File: src/rtl/lzc_stream_gen.sv
// lzc_stream_gen
// Stimulus generator for the leading-zero counter: given a requested zero
// count it emits a WORD-byte stream (MSB first) whose leading-zero count
// equals the clamped request, and exports that count for a scoreboard.
// Optional feature macro: LZC_GEN_LFSR_EN (filler bits from an 8-bit LFSR;
// when undefined all filler bits are zero and i_seed is unused).
module lzc_stream_gen #(
  parameter int WIDTH = 8,
  parameter int WORD  = 16
) (
  input  logic             i_clk,
  input  logic             i_rst,
  input  logic             i_start,
  input  logic [8:0]       i_req_zeros,
  input  logic             i_req_mode,
  input  logic [7:0]       i_seed,
  input  logic             i_stall,
  output logic             o_ivalid,
  output logic [WIDTH-1:0] o_data,
  output logic             o_mode,
  output logic [8:0]       o_exp_zeros,
  output logic             o_busy,
  output logic             o_done
);

  localparam logic [8:0] TOTAL_BITS = 9'(WORD * WIDTH);
  localparam logic [8:0] BYTE_BITS  = 9'(WIDTH);
  localparam logic [8:0] LAST_K     = 9'(WORD - 1);

  typedef enum logic [1:0] {IDLE, SEND, FIN} state_t;

  state_t           r_state;
  logic [8:0]       r_rem;
  logic [8:0]       r_k;
  logic             r_placed;
  logic             r_last;
  logic             r_stall;

  logic [8:0]       w_clamp;
  logic             w_full;
  logic             w_placing;
  logic [8:0]       w_pos;
  logic [WIDTH-1:0] w_filler;
  logic [WIDTH-1:0] w_byte;
  logic             w_advance;

  assign w_clamp   = (i_req_zeros > TOTAL_BITS) ? TOTAL_BITS : i_req_zeros;
  assign w_full    = (r_rem >= BYTE_BITS);
  assign w_placing = !r_placed && !w_full;
  assign w_pos     = BYTE_BITS - 9'd1 - r_rem;
  assign w_advance = (r_state == SEND) && !r_stall && !r_last;

`ifdef LZC_GEN_LFSR_EN
  logic [7:0] r_lfsr;
  logic       w_lfsr_fb;

  assign w_lfsr_fb = r_lfsr[7] ^ r_lfsr[5] ^ r_lfsr[4] ^ r_lfsr[3];

  // Filler LFSR: reseeded on an accepted start, steps once per emitted byte
  always_ff @(posedge i_clk) begin
    if (i_rst) begin
      r_lfsr <= 8'hA5;
    end else if (r_state == IDLE && i_start) begin
      r_lfsr <= (i_seed == 8'h00) ? 8'hA5 : i_seed;
    end else if (w_advance) begin
      r_lfsr <= {r_lfsr[6:0], w_lfsr_fb};
    end
  end

  // Filler bit i takes LFSR bit i, so a b-bit field uses the low b bits
  always_comb begin
    w_filler = '0;
    for (int i = 0; i < WIDTH; i++) begin
      w_filler[i] = r_lfsr[i % 8];
    end
  end
`else
  logic w_unused_seed;

  assign w_unused_seed = ^i_seed;
  assign w_filler      = '0;
`endif

  // Next byte: zeros while a full byte of zeros remains, then the marker
  // byte with the one-bit at WIDTH-1-rem, then pure filler
  always_comb begin
    w_byte = '0;
    for (int i = 0; i < WIDTH; i++) begin
      if (r_placed) begin
        w_byte[i] = w_filler[i];
      end else if (w_full) begin
        w_byte[i] = 1'b0;
      end else if (9'(i) == w_pos) begin
        w_byte[i] = 1'b1;
      end else if (9'(i) < w_pos) begin
        w_byte[i] = w_filler[i];
      end else begin
        w_byte[i] = 1'b0;
      end
    end
  end

  // Stream FSM with registered outputs; stall is registered so it acts one
  // edge after it is sampled, and is only captured while streaming
  always_ff @(posedge i_clk) begin
    if (i_rst) begin
      r_state     <= IDLE;
      r_rem       <= '0;
      r_k         <= '0;
      r_placed    <= 1'b0;
      r_last      <= 1'b0;
      r_stall     <= 1'b0;
      o_ivalid    <= 1'b0;
      o_data      <= '0;
      o_mode      <= 1'b0;
      o_exp_zeros <= '0;
      o_busy      <= 1'b0;
      o_done      <= 1'b0;
    end else begin
      case (r_state)
        IDLE: begin
          o_ivalid <= 1'b0;
          o_done   <= 1'b0;
          r_stall  <= 1'b0;
          if (i_start) begin
            r_state     <= SEND;
            o_busy      <= 1'b1;
            o_exp_zeros <= w_clamp;
            r_rem       <= w_clamp;
            o_mode      <= i_req_mode;
            r_k         <= '0;
            r_placed    <= 1'b0;
            r_last      <= 1'b0;
          end
        end
        SEND: begin
          r_stall <= i_stall;
          if (r_stall) begin
            o_ivalid <= 1'b0;
          end else if (r_last) begin
            r_state  <= FIN;
            o_ivalid <= 1'b0;
            o_done   <= 1'b1;
          end else begin
            o_ivalid <= 1'b1;
            o_data   <= w_byte;
            r_k      <= r_k + 9'd1;
            if (w_full && !r_placed) begin
              r_rem <= r_rem - BYTE_BITS;
            end
            if (w_placing) begin
              r_placed <= 1'b1;
            end
            r_last <= (r_k == LAST_K) || (o_mode && w_placing);
          end
        end
        FIN: begin
          r_state <= IDLE;
          r_stall <= 1'b0;
          o_done  <= 1'b0;
          o_busy  <= 1'b0;
        end
        default: begin
          r_state  <= IDLE;
          o_ivalid <= 1'b0;
          o_busy   <= 1'b0;
          o_done   <= 1'b0;
        end
      endcase
    end
  end

endmodule

File: config.mk
export PLATFORM = sky130hd
export DESIGN_NAME = lzc_stream_gen
export DESIGN_NICKNAME = d
export VERILOG_FILES = /design/src/rtl/lzc_stream_gen.sv
export SDC_FILE = /design/constraint.sdc
export NUM_CORES = 1
export LEC_CHECK = 0
export ABC_AREA = 1
export ABC_CLOCK_PERIOD_IN_PS = 2000
export CAP_MARGIN = 25
export CORE_AREA = 2 2 70 72
export DETAILED_ROUTE_END_ITERATION = 8
export DIE_AREA = 0 0 72 74
export PLACE_DENSITY_LB_ADDON = 0.05
export SLEW_MARGIN = 20
export SYNTH_ARGS = -nofsm -noshare
export SYNTH_HDL_FRONTEND = slang
export SYNTH_SLANG_ARGS = --single-unit
File: constraint.sdc
create_clock -name i_clk -period 2 [get_ports i_clk]
set_clock_uncertainty 0.2 [all_clocks]
set_input_delay 0.4 -clock i_clk [delete_from_list [all_inputs] [get_ports i_clk]]
set_output_delay 0.4 -clock i_clk [all_outputs]
set_load 0.03 [all_outputs]
### Word level (Yosys, flattened, before mapping)

Index checks and enable logic that the tools add are counted.
W data, S select, Z words.

| word-level totals | value |
|---|---|
| flip-flop bits (word level) | 44 |

| cells by class | value |
|---|---|
| add/subtract/negate cells | 3 |
| reductions and logical operators | 21 |
| magnitude comparators | 2 |
| muxes and demuxes | 52 |
| eq/ne operators | 16 |
| bitwise operators | 3 |

Operators with widths:

| cell | count |
|---|---|
| $mux W9 | 8 |
| $eq A3 B9 Y1 const A | 4 |
| $pmux W9 S2 | 2 |
| $mux W1 | 33 |
| $eq A2 B9 Y1 const A | 2 |
| $ne A2 B2 Y1 const B | 5 |
| $pmux W1 S2 | 5 |
| $reduce_and A5 Y1 | 2 |
| $add A9 B1 Y9 const B | 1 |
| $eq A1 B9 Y1 const A | 1 |
| $eq A9 B4 Y1 const B | 1 |
| $ge A9 B4 Y1 const B | 1 |
| $gt A9 B8 Y1 const B | 1 |
| $logic_not A9 Y1 | 1 |
| $reduce_and A3 Y1 | 3 |
| $sub A3 B9 Y9 const A | 1 |
| $sub A9 B4 Y9 const B | 1 |
| $mux W2 | 3 |
| $reduce_and A2 Y1 | 3 |
| $pmux W2 S2 | 1 |
| $reduce_and A4 Y1 | 1 |
| $reduce_bool A2 Y1 | 2 |
| $reduce_or A2 Y1 | 2 |
| $logic_and A1 B1 Y1 | 3 |
| 7 further kinds | 10 |

### Logic depth before layout (Yosys ltp)

Gate-level depths: netlist of the first run.

| depth | value |
|---|---|
| depth in word-level cells | 8 |
| mapped depth | 12 |
| depth with buffers taken out | 12 |

### Least setup slack after synthesis of the first run

OpenSTA, ideal clock, no wires.

| path | value |
|---|---|
| kind | register to register |
| start point | register r_rem[3] |
| end point | register r_rem[6] |
| slack | 334 ps |
| setup time | 113 ps |
| path buffers | 0 |
| arrival time | 1353 ps |
| cell stages (with the launch flop) | 12 |
| clock period less this slack | 1666 ps |
| path through | dfxtp_1 -> inv_1 -> ha_1 -> nand2_1 -> nor2_2 -> nand2_1 -> nand2_1 -> nand2_2 -> nand2_2 -> inv_1 -> nor2_1 -> nor2_1 |

| on the way | value |
|---|---|
| word-level cells in the longest chain between the ends | 5 |
| elaborated cells between the ends (all ways) | 9 |
| classes of those cells | add/sub: 1; order compare: 1; eq/ne: 1; mux: 4; reduce/logical: 2 |

Ends and longest elaborated chain:

| what | RTL line | source |
|---|---|---|
| start, declared | 33 | `logic [8:0] r_rem;` |
| start signal, assigned | 129 | `r_rem <= w_clamp;` |
| start signal, assigned | 149 | `r_rem <= r_rem - BYTE_BITS;` |
| $sub A9 B4 Y9 | 149 |  |
| $mux W9 | 148 | `if (w_full && !r_placed) begin` |
| $mux W9 | 140 | `end else if (r_last) begin` |
| $mux W9 | 138 | `if (r_stall) begin` |
| $pmux W9 S2 | 120 | `case (r_state)` |

Parallel ways exist; a longest one is shown, timed or not. The select of a mux whose other input is x is not followed.
A chain may end at the register's enable or synchronous reset.

### Worst setup path in the final report of the first run

| path | value |
|---|---|
| start point | register o_exp_zeros[2] |
| end point | output port o_exp_zeros[2] |

RTL lines:

| what | RTL line | source |
|---|---|---|
| start, declared | 21 | `output logic [8:0] o_exp_zeros,` |
| start signal, assigned | 128 | `o_exp_zeros <= w_clamp;` |

No word-level cell between the ends.

==> metrics.md, run 1 <==
| Metric | Value |
|---|---|
| I/O pin cnt | 43 |
| Power per cell area | approximately 790 nW/um2 |
| Synthesis-to-finish area growth | 26.7% |
| Setup CP Type | reg -> out |
| DP Area | between 2000 and 3000 um2 |
| Post-Place Worst Slack | -17.1 ps |
| Seq pwr share | 0.439 |
| Total negative setup slack | 0 ps |
| Lkg Pwr | 1.20 nW |
| Number of diodes | 0 |
| Synth area leaders | dfxtp_1, nand2_1, nor2_1 |
| Power share of the clock group | 0.274 |
| Fmax | 518 MHz |
| Post-synthesis cell area | 2230 um2 |
| Finished Cell Area | 2830 um2 |
| Comb pwr share | 0.287 |
| Mapped Nets | 369 |
| Routability cong. | between 0.8 and 0.9 |
| Global route overflow | 0 |
| Die Area | 5330 um2 |
| First-pass GRT wire length | ~9100 um |
| Critical Path Sink Type | output pin |
| Post-synth ARST share | 0 |
| Slew @ Worst Pin | 365 ps |
| Overall global routing resource usage | 0.221 |
| EDFF count, synth | 0 |
| Skew-Pair Late Insertion Delay | 310 ps |
| Data required, critical path | 1400 ps |
| Peak VDD IR | 0.411 mV |
| Top layer reached by signal wires | met4 |
| Core Region | 4600 um2 |
| Worst Path Buf+Inv | 1 |
| Status | completed |
| Max Buffers Root-to-Sink | 2 |
| Crit share post-route | 0.965 |
| Sw Ratio | 0.346 |
| Final hold vios | 0 |
| Area of the multi-input gates | 1170 um2 |
| Final WL | 5260 um |
| Unrepaired setup endpoints after global routing | false |
| Max-cap violations | 0 |
| Initial antenna violation count | 0 |
| Vias | 2,214 |
| Register bit count reported by yosys | 44 |
| DRC errors left | 0 |
| Register area share after synthesis | 0.395 |
| CTS buffer count | 5 |
| CP max FO | 2 |
| Initial Util | 0.485 |
| Fillers | 471 |
| R2R cell count | 11 |
| Crit path max-delay family | buffers and inverters |
| I/O Buffers | 34 |
| Hold Path Depth | 2 |
| Met2 wire length | 2430 um |
| Top-count cell post-synth | nand2_1 |
| Worst path depth | 1 |
| Synth cell types | 24 |
| Overall power | 2.22 mW |
| Clock sink count | 44 |
| Wl on met1 | 2540 um |
| Hold Path Class | reg -> reg |
| Sequential cell area | 881 um2 |
| Pint | around 1.5 mW |
| Final setup viols | 0 |
| Final max-slew violation count | 0 |
| Crit-path slowest cell | clkdlybuf4s50_1 |
| Pin count of the biggest net entering global routing | 15 |
| TritonCTS clock tree | done |
| Drt pass-1 iters | 4 |
| Top post-synthesis cells by count | nand2_1, nor2_1, dfxtp_1 |
| Rel. slew slack | 0.756 |
| Synth Warn # | 0 |
| Post-synth top area share | 0.395 |
| Critical path arrival | around 1300 ps |
| Worst-path clk slew | ~90 ps |
| Final worst setup slack | 70.7 ps |
| Synth Flop Type | dfxtp_1 |
| DRT iter0 DRCs | 105 |
| ANT nets after route | 0 |
| Syn Inst Count | 343 |
| Avg Inst Size Synth | 6.51 um2 |
| Met3 routed wirelength | 184 um |
| Worst path max stage delay | 680 ps |
| Final hold slack | between 200 and 250 ps |
| # rows | 25 |
| Net switching power | 770 uW |
| Vias in the first global route | 2,041 |
| Startpoint types | flip-flop |
| Routed vias/inst | 4.96 |
| Area leader, netlist | dfxtp_1 |
| Die X | approximately 72 um |
| Layout cells sized above 1 | 0.112 |
| Routed WL per cell | around 12 um |
| Dpl hpwl | 4060 um |
| Min Tclk post-route | 1930 ps |
| Critical Path, Cell by Cell | clkdlybuf4s50_1 |
| Die Height | 74 um |
| CTS root buf | clkbuf_8 |
| H-tree levels | 2 |
| Layout net count | 417 |
-- layout make-up --
| class | instances | area share |
|---|---|---|
| Timing Repair Buffer | 49 | 0.164 |
| Multi-Input combinational cell | 252 | 0.415 |
| Clock inverter | 2 | 0.00487 |
| Sequential cell | 44 | 0.312 |
| Tap cell | 54 | 0.0239 |
| Inverter | 39 | 0.0518 |
| Clock buffer | 6 | 0.0292 |
-- path summary, 6_finish.rpt --
path	start	endpoint	slack, ps
max reg2reg	r_rem[4]$_SDFFE_PP0P_	r_rem[7]$_SDFFE_PP0P_	190
max	o_exp_zeros[2]$_SDFFE_PP0P_	o_exp_zeros[2]	70
min	o_exp_zeros[8]$_SDFFE_PP0P_	o_exp_zeros[8]$_SDFFE_PP0P_	250
min reg2reg	o_exp_zeros[8]$_SDFFE_PP0P_	o_exp_zeros[8]$_SDFFE_PP0P_	250
-- through the flow --
step,cells,util
2_1_floorplan,343,-
3_3_place_gp,438,0.592
3_5_place_dp,438,0.592
4_1_cts,446,0.612
5_1_grt,446,0.615
6_report,446,0.615
-- repair_timing --
action                                  in CTS  in global routing
endpoints found under the setup margin       1                  7
hold buffers                                 0                  0
gates resized for setup                      1                  4
setup buffers                                0                  0
-- logic make-up (layout without fill, tap and decap cells) --
family / after synthesis / count (layout) / synth area share
fa+ha+maj: 4 / 4 / 0.0224
compound gates: 46 / 46 / 0.106
buf+inv: 47 / 96 / 0.0858
flops: 44 / 44 / 0.395
xor+xnor: 1 / 1 / 0.00392
simple gates: 201 / 201 / 0.387
-- per-layer routing --
metal,up-vias,global-route usage
met2,33,0.367
li1,1188,-
met1,984,0.282
met5,-,0
met4,0,0.0901
met3,9,0.0461
-- cell usage in the layout (no fill, tap or decap), types with 6 or more instances in the layout --
cell / Yosys / final
clkdlybuf4s50_1: 0 / 33
nand3_1: 33 / 33
dfxtp_1: 44 / 44
a21oi_1: 25 / 25
clkbuf_8: 0 / 6
nor2_2: 6 / 7
buf_4: 1 / 14
nand2_1: 87 / 87
nand4_1: 6 / 6
nor2_1: 55 / 53
o21ai_0: 16 / 16
inv_1: 36 / 36
-- sequential cells by signal (all words and copies together), names as in the netlist --
register     count
o_exp_zeros      9
r_k              9
r_rem            9
o_data           8
r_state          2
o_busy           1
o_done           1
o_ivalid         1
o_mode           1
r_last           1
r_placed         1
r_stall          1
-- power groups by stage --
stage,Sequential [mW],Combinational [mW],Clock (mW)
after CTS,0.976,0.624,0.622
after global routing,0.986,0.725,0.663
after floorplan,1.02,0.400,0
after global placement,0.995,0.617,0
final,0.976,0.639,0.609
after detailed placement,0.996,0.623,0
-- worst reg2reg max path: stages (launching register included) --
cell and delay, ps:
dfxtp_1 320, inv_1 160, ha_1 200, nand2_1 80, nor2_2 160, nand2_1 70, nand2_1 70, nand2_2 90
nand2_2 130, inv_1 80, nor2_1 90, nor2_1 50
Note: power is estimated with default switching activity, not from simulation.
==> inputs of run 2 (changes only) <==
--- a/config.mk
+++ b/config.mk
@@ -12,6 +12,7 @@
 export DETAILED_ROUTE_END_ITERATION = 8
 export DIE_AREA = 0 0 72 74
 export PLACE_DENSITY_LB_ADDON = 0.05
+export RECOVER_POWER = 25
 export SLEW_MARGIN = 20
 export SYNTH_ARGS = -nofsm -noshare
 export SYNTH_HDL_FRONTEND = slang
==> run 2 against run 1 <==
  * Hold slack unchanged
  * Cell count unchanged
  * Wire length about the same
  * Critical path depth unchanged
  * Combinational power decreased by 0.9%
  * Sequential power about the same
  * Via count increased by 0.14%
  * Global-route usage unchanged
  * First-iteration DRC count decreased by 0.95%
  * Power decreased by 0.29%
  * Setup slack got worse by 2.3 ps
  * Non-clock buffer count unchanged
  * Largest cell class unchanged
  * Largest power group unchanged
==> metrics.md, run 2 (synthesis results as in run 1) <==
| Metric | Value |
|---|---|
| Die X | between 70 and 80 um |
| Setup CP Type | reg -> out |
| Layout net count | 417 |
| Drt pass-1 iters | 4 |
| Initial antenna violation count | 0 |
| Final hold slack | 248 ps |
| Pint | 1.45 mW |
| Total negative setup slack | 0 ps |
| I/O pin cnt | 43 |
| Hold Path Class | reg -> reg |
| Startpoint types | flip-flop |
| First-pass GRT wire length | roughly 9000 um |
| Biggest regs | o_exp_zeros: 9 flops, r_k: 9 flops, r_rem: 9 flops |
| Crit-path slowest cell | clkdlybuf4s50_1 |
| Overall power | 2.22 mW |
| Number of diodes | 0 |
| Vias in the first global route | 2,041 |
| Most common cell after layout, fill and taps aside | nand2_1 |
| ANT nets after route | 0 |
| Skew-Pair Late Insertion Delay | between 300 and 400 ps |
| Peak VDD IR | 0.408 mV |
| Vias | 2,217 |
| Lkg Pwr | 1.19 nW |
| DRT iter0 DRCs | 104 |
| Worst path max stage delay | 680 ps |
| Unrepaired setup endpoints after global routing | false |
| Worst Path Buf+Inv | 1 |
| Fmax | 518 MHz |
| Pin count of the biggest net entering global routing | 15 |
| Power per cell area | 789 nW/um2 |
| Overall global routing resource usage | 0.221 |
| Max-cap violations | 0 |
| Critical path arrival | ~1300 ps |
| Final setup viols | 0 |
| Dpl hpwl | 4060 um |
| Worst-path clk slew | about 90 ps |
| Final max-slew violation count | 0 |
| Critical Path, Cell by Cell | clkdlybuf4s50_1 |
| Comb pwr share | 0.286 |
| CP max FO | 2 |
| Rel. slew slack | 0.613 |
| Data required, critical path | 1400 ps |
| Synthesis-to-finish area growth | 25.8% |
| Cells after DPL | 438 |
| CTS buffer count | 5 |
| Power share of the clock group | 0.274 |
| Min Tclk post-route | 1930 ps |
| Critical Path Sink Type | output pin |
| H-tree levels | 2 |
| # rows | 25 |
| Clock sink count | 44 |
| Initial Util | 0.485 |
| Routed vias/inst | 4.97 |
| Final hold vios | 0 |
| Die Height | 74 um |
| Slew @ Worst Pin | 581 ps |
| Sw Ratio | 0.347 |
| Routed WL per cell | about 12 um |
| Final Core Density | 0.611 |
| I/O Buffers | 34 |
| Max Buffers Root-to-Sink | 2 |
| Core Region | 4600 um2 |
| Layout cells sized above 1 | 0.0995 |
| Global route overflow | 0 |
| CTS root buf | clkbuf_8 |
| Routability cong. | 0.880 |
| # hold bufs at CTS | 0 |
| Crit share post-route | 0.966 |
| Seq pwr share | 0.440 |
| Status | completed |
| Crit path max-delay family | buffers and inverters |
| Die Area | 5330 um2 |
| DRC errors left | 0 |
| Net switching power | ~770 uW |
| Final WL | 5270 um |
| Layout Cells excl Fill | approximately 450 |
| TritonCTS clock tree | done |
| Most frequent cells in the layout | nand2_1, nor2_1, dfxtp_1 |
run 2: final timing paths:
check	start	endpoint	slack, ps	depth (start not counted)
max reg2reg	r_rem[4]$_SDFFE_PP0P_	r_rem[7]$_SDFFE_PP0P_	200	11
min	o_exp_zeros[8]$_SDFFE_PP0P_	o_exp_zeros[8]$_SDFFE_PP0P_	250	2
min reg2reg	o_exp_zeros[8]$_SDFFE_PP0P_	o_exp_zeros[8]$_SDFFE_PP0P_	250	2
max	o_exp_zeros[2]$_SDFFE_PP0P_	o_exp_zeros[2]	70	1
run 2: timing repair:
item | 4_1_cts | 5_1_grt
cloned | 0 | 0
buffers inserted | 0 | 0
endpoints found under the setup margin | 1 | 7
pin swaps | 0 | 0
gates resized for setup | 1 | 4
run 2: tightest hold or removal path: cells and delay by family, from the launching register on:
kind	cells	cell delay [ps]
flip-flops	1	320
AND/OR/NAND/NOR	2	90
run 2: through the flow:
step	setup WS, ps	area, um2
after global placement	18.0	2720
after floorplan	334	2230
final	68.5	2810
after CTS	59.3	2820
after detailed placement	-17.1	2720
after global routing	8.21	2810
run 2: power by group through the flow:
stage               clock, mW  sequential [mW]  combinational [mW]
floorplan                   0             1.02               0.400
global route            0.663            0.985               0.719
finish                  0.608            0.976               0.633
global placement            0            0.995               0.617
detailed placement          0            0.996               0.623
CTS                     0.622            0.976               0.624
run 2: cell type report:
| type | instances | area (um2) |
|---|---|---|
| fillers | 473 | 1790 |
| multi-input cells | 252 | 1170 |
| flip-flops and latches | 44 | 881 |
| repair buffers | 49 | 450 |
| inverters | 39 | 146 |
| clock buffers | 6 | 82.6 |
| well taps | 54 | 67.6 |
| clock inverters | 2 | 13.8 |
run 2: layer usage:
metal  vias to the layer above  wire, um  track usage
li1                       1188         -            -
met1                       987      2540        0.282
met2                        33      2430        0.367
met3                         9       183       0.0461
met4                         0       114       0.0901
met5                         -         0            0
==> inputs of run 3 (changes only) <==
--- a/config.mk
+++ b/config.mk
@@ -11,7 +11,7 @@
 export CORE_AREA = 2 2 70 72
 export DETAILED_ROUTE_END_ITERATION = 8
 export DIE_AREA = 0 0 72 74
-export PLACE_DENSITY_LB_ADDON = 0.05
+export PLACE_DENSITY = 0.81
 export RECOVER_POWER = 25
 export SLEW_MARGIN = 20
 export SYNTH_ARGS = -nofsm -noshare
==> run 3 against run 2 <==
  * Maximum frequency decreased by 0.33%
  * Register-to-register slack got worse by 50 ps
  * Final area decreased by 0.85%
==> metrics.md, run 3 (synthesis results as in run 1) <==
| Metric | Value |
|---|---|
| Initial Util | 0.485 |
| Overall power | 2.17 mW |
| Vias in the first global route | 2,240 |
| Setup CP Type | reg -> out |
| Wl on met1 | 2390 um |
| Critical Path, Cell by Cell | clkdlybuf4s50_1 |
| Crit share post-route | 0.969 |
| I/O Buffers | 34 |
| Rel. slew slack | 0.700 |
| TritonCTS clock tree | done |
| Drt pass-1 iters | 5 |
| Fillers | 440 |
| I/O pin cnt | 43 |
| Worst Path Buf+Inv | 1 |
| Crit path max-delay family | buffers and inverters |
| Layout cells sized above 1 | 0.102 |
| First-pass GRT wire length | around 9500 um |
| Final WL | 5460 um |
| Startpoint types | flip-flop |
| Critical path arrival | roughly 1300 ps |
| Core Region | roughly 4600 um2 |
| Pint | roughly 1.4 mW |
| Layout net count | roughly 420 |
| Sequential cell area | 881 um2 |
| Number of diodes | 0 |
| Met3 routed wirelength | 196 um |
| Critical Path Sink Type | output pin |
| Lkg Pwr | ~1.2 nW |
| Slew @ Worst Pin | 449 ps |
| Max-cap violations | 0 |
| Worst-path clk slew | roughly 90 ps |
| Total negative setup slack | 0 ps |
| Biggest regs | o_exp_zeros: 9 flops, r_k: 9 flops, r_rem: 9 flops |
| Clock sink count | 44 |
| Final hold vios | 0 |
| DRC errors left | 0 |
| Final max-slew violation count | 0 |
| Dpl hpwl | 4170 um |
| Final hold slack | 244 ps |
| Skew-Pair Late Insertion Delay | 290 ps |
| H-tree levels | 2 |
| Postcts setup bufs | 0 |
| Routed vias/inst | 5.20 |
| CTS buffer count | 5 |
| Cells after DPL | around 440 |
| Final setup viols | 0 |
| Met2 wire length | about 2800 um |
| Status | completed |
| Worst path max stage delay | ~680 ps |
| Overall global routing resource usage | 0.225 |
| Comb pwr share | 0.293 |
| Die Height | 74 um |
| Area of the multi-input gates | approximately 1200 um2 |
| CP max FO | 2 |
| Routability cong. | 0.890 |
| Max Buffers Root-to-Sink | 2 |
| Fmax | 516 MHz |
| Pin count of the biggest net entering global routing | 16 |
| Unrepaired setup endpoints after global routing | false |
| Seq pwr share | 0.449 |
| Most common cell after layout, fill and taps aside | nand2_1 |
| Hold Path Class | reg -> reg |
| Crit-path slowest cell | clkdlybuf4s50_1 |
| ANT nets after route | 0 |
| Most frequent cells in the layout | nand2_1, nor2_1, dfxtp_1 |
| Power share of the clock group | 0.258 |
| Die Area | 5330 um2 |
| Routed WL per cell | 12.3 um |
| Initial antenna violation count | 0 |
| CTS root buf | clkbuf_8 |
| Peak VDD IR | 0.461 mV |
| Net switching power | between 700 and 800 uW |
| # rows | 25 |
| Synthesis-to-finish area growth | 24.8% |
| Min Tclk post-route | 1940 ps |
| DRT iter0 DRCs | 195 |
| Final Core Density | 0.606 |
| Power per cell area | 781 nW/um2 |
| # hold bufs at CTS | 0 |
| Data required, critical path | 1400 ps |
| Die X | 72 um |
| Vias | about 2,300 |
| Global route overflow | 0 |
| Sw Ratio | 0.353 |
| Layout Cells excl Fill | 445 |
| Top layer reached by signal wires | met4 |
==> run 3: cell count changes in the layout (fill, tap and decap cells not counted), sizes merged <==
cell / previous run / this run
buf: 11 / 13
dlygate4sd2: 1 / 0
inv: 40 / 39
clkinvlp: 0 / 2
clkbuf: 10 / 7
==> run 3: cell type report <==
class	instances	area share
Timing Repair Buffer	48	0.156
Clock inverter	3	0.00854
Tap cell	54	0.0243
Clock buffer	5	0.0247
Sequential cell	44	0.316
Inverter	39	0.0526
Multi-Input combinational cell	252	0.417
==> run 3: power groups by stage <==
stage	combinational, mW	sequential [mW]	clock, mW
global route	0.723	0.983	0.607
global placement	0.604	0.991	0
finish	0.637	0.976	0.561
CTS	0.634	0.973	0.574
floorplan	0.400	1.02	0
detailed placement	0.623	0.992	0
==> run 3: metrics by stage <==
step                      cell area (um2)  setup WS, ps
final                                2790          62.0
after global routing                 2790          17.8
after CTS                            2790          8.87
after detailed placement             2700         -46.3
after global placement               2700         -41.9
after floorplan                      2230           334
==> run 3: layer usage <==
| layer | global-route usage | vias to the layer above |
|---|---|---|
| met5 | 0 | - |
| met4 | 0.0818 | 0 |
| met3 | 0.0461 | 8 |
| met2 | 0.405 | 51 |
| met1 | 0.267 | 1063 |
| li1 | - | 1190 |
==> run 3: worst paths after layout <==
kind / to / startpoint / slack [ps] / depth (start not counted)
worst max-delay path: o_exp_zeros[2] / o_exp_zeros[2]$_SDFFE_PP0P_ / 60 / 1
worst min-delay path: o_exp_zeros[8]$_SDFFE_PP0P_ / o_exp_zeros[8]$_SDFFE_PP0P_ / 240 / 2
worst max register to register: r_rem[7]$_SDFFE_PP0P_ / r_rem[3]$_SDFFE_PP0P_ / 150 / 11
worst min register to register: o_exp_zeros[8]$_SDFFE_PP0P_ / o_exp_zeros[8]$_SDFFE_PP0P_ / 240 / 2
==> run 3: repair_timing <==
item,in CTS,in global routing
hold endpoints to repair,0,0
endpoints found under the setup margin,0,7
resized for setup,0,5
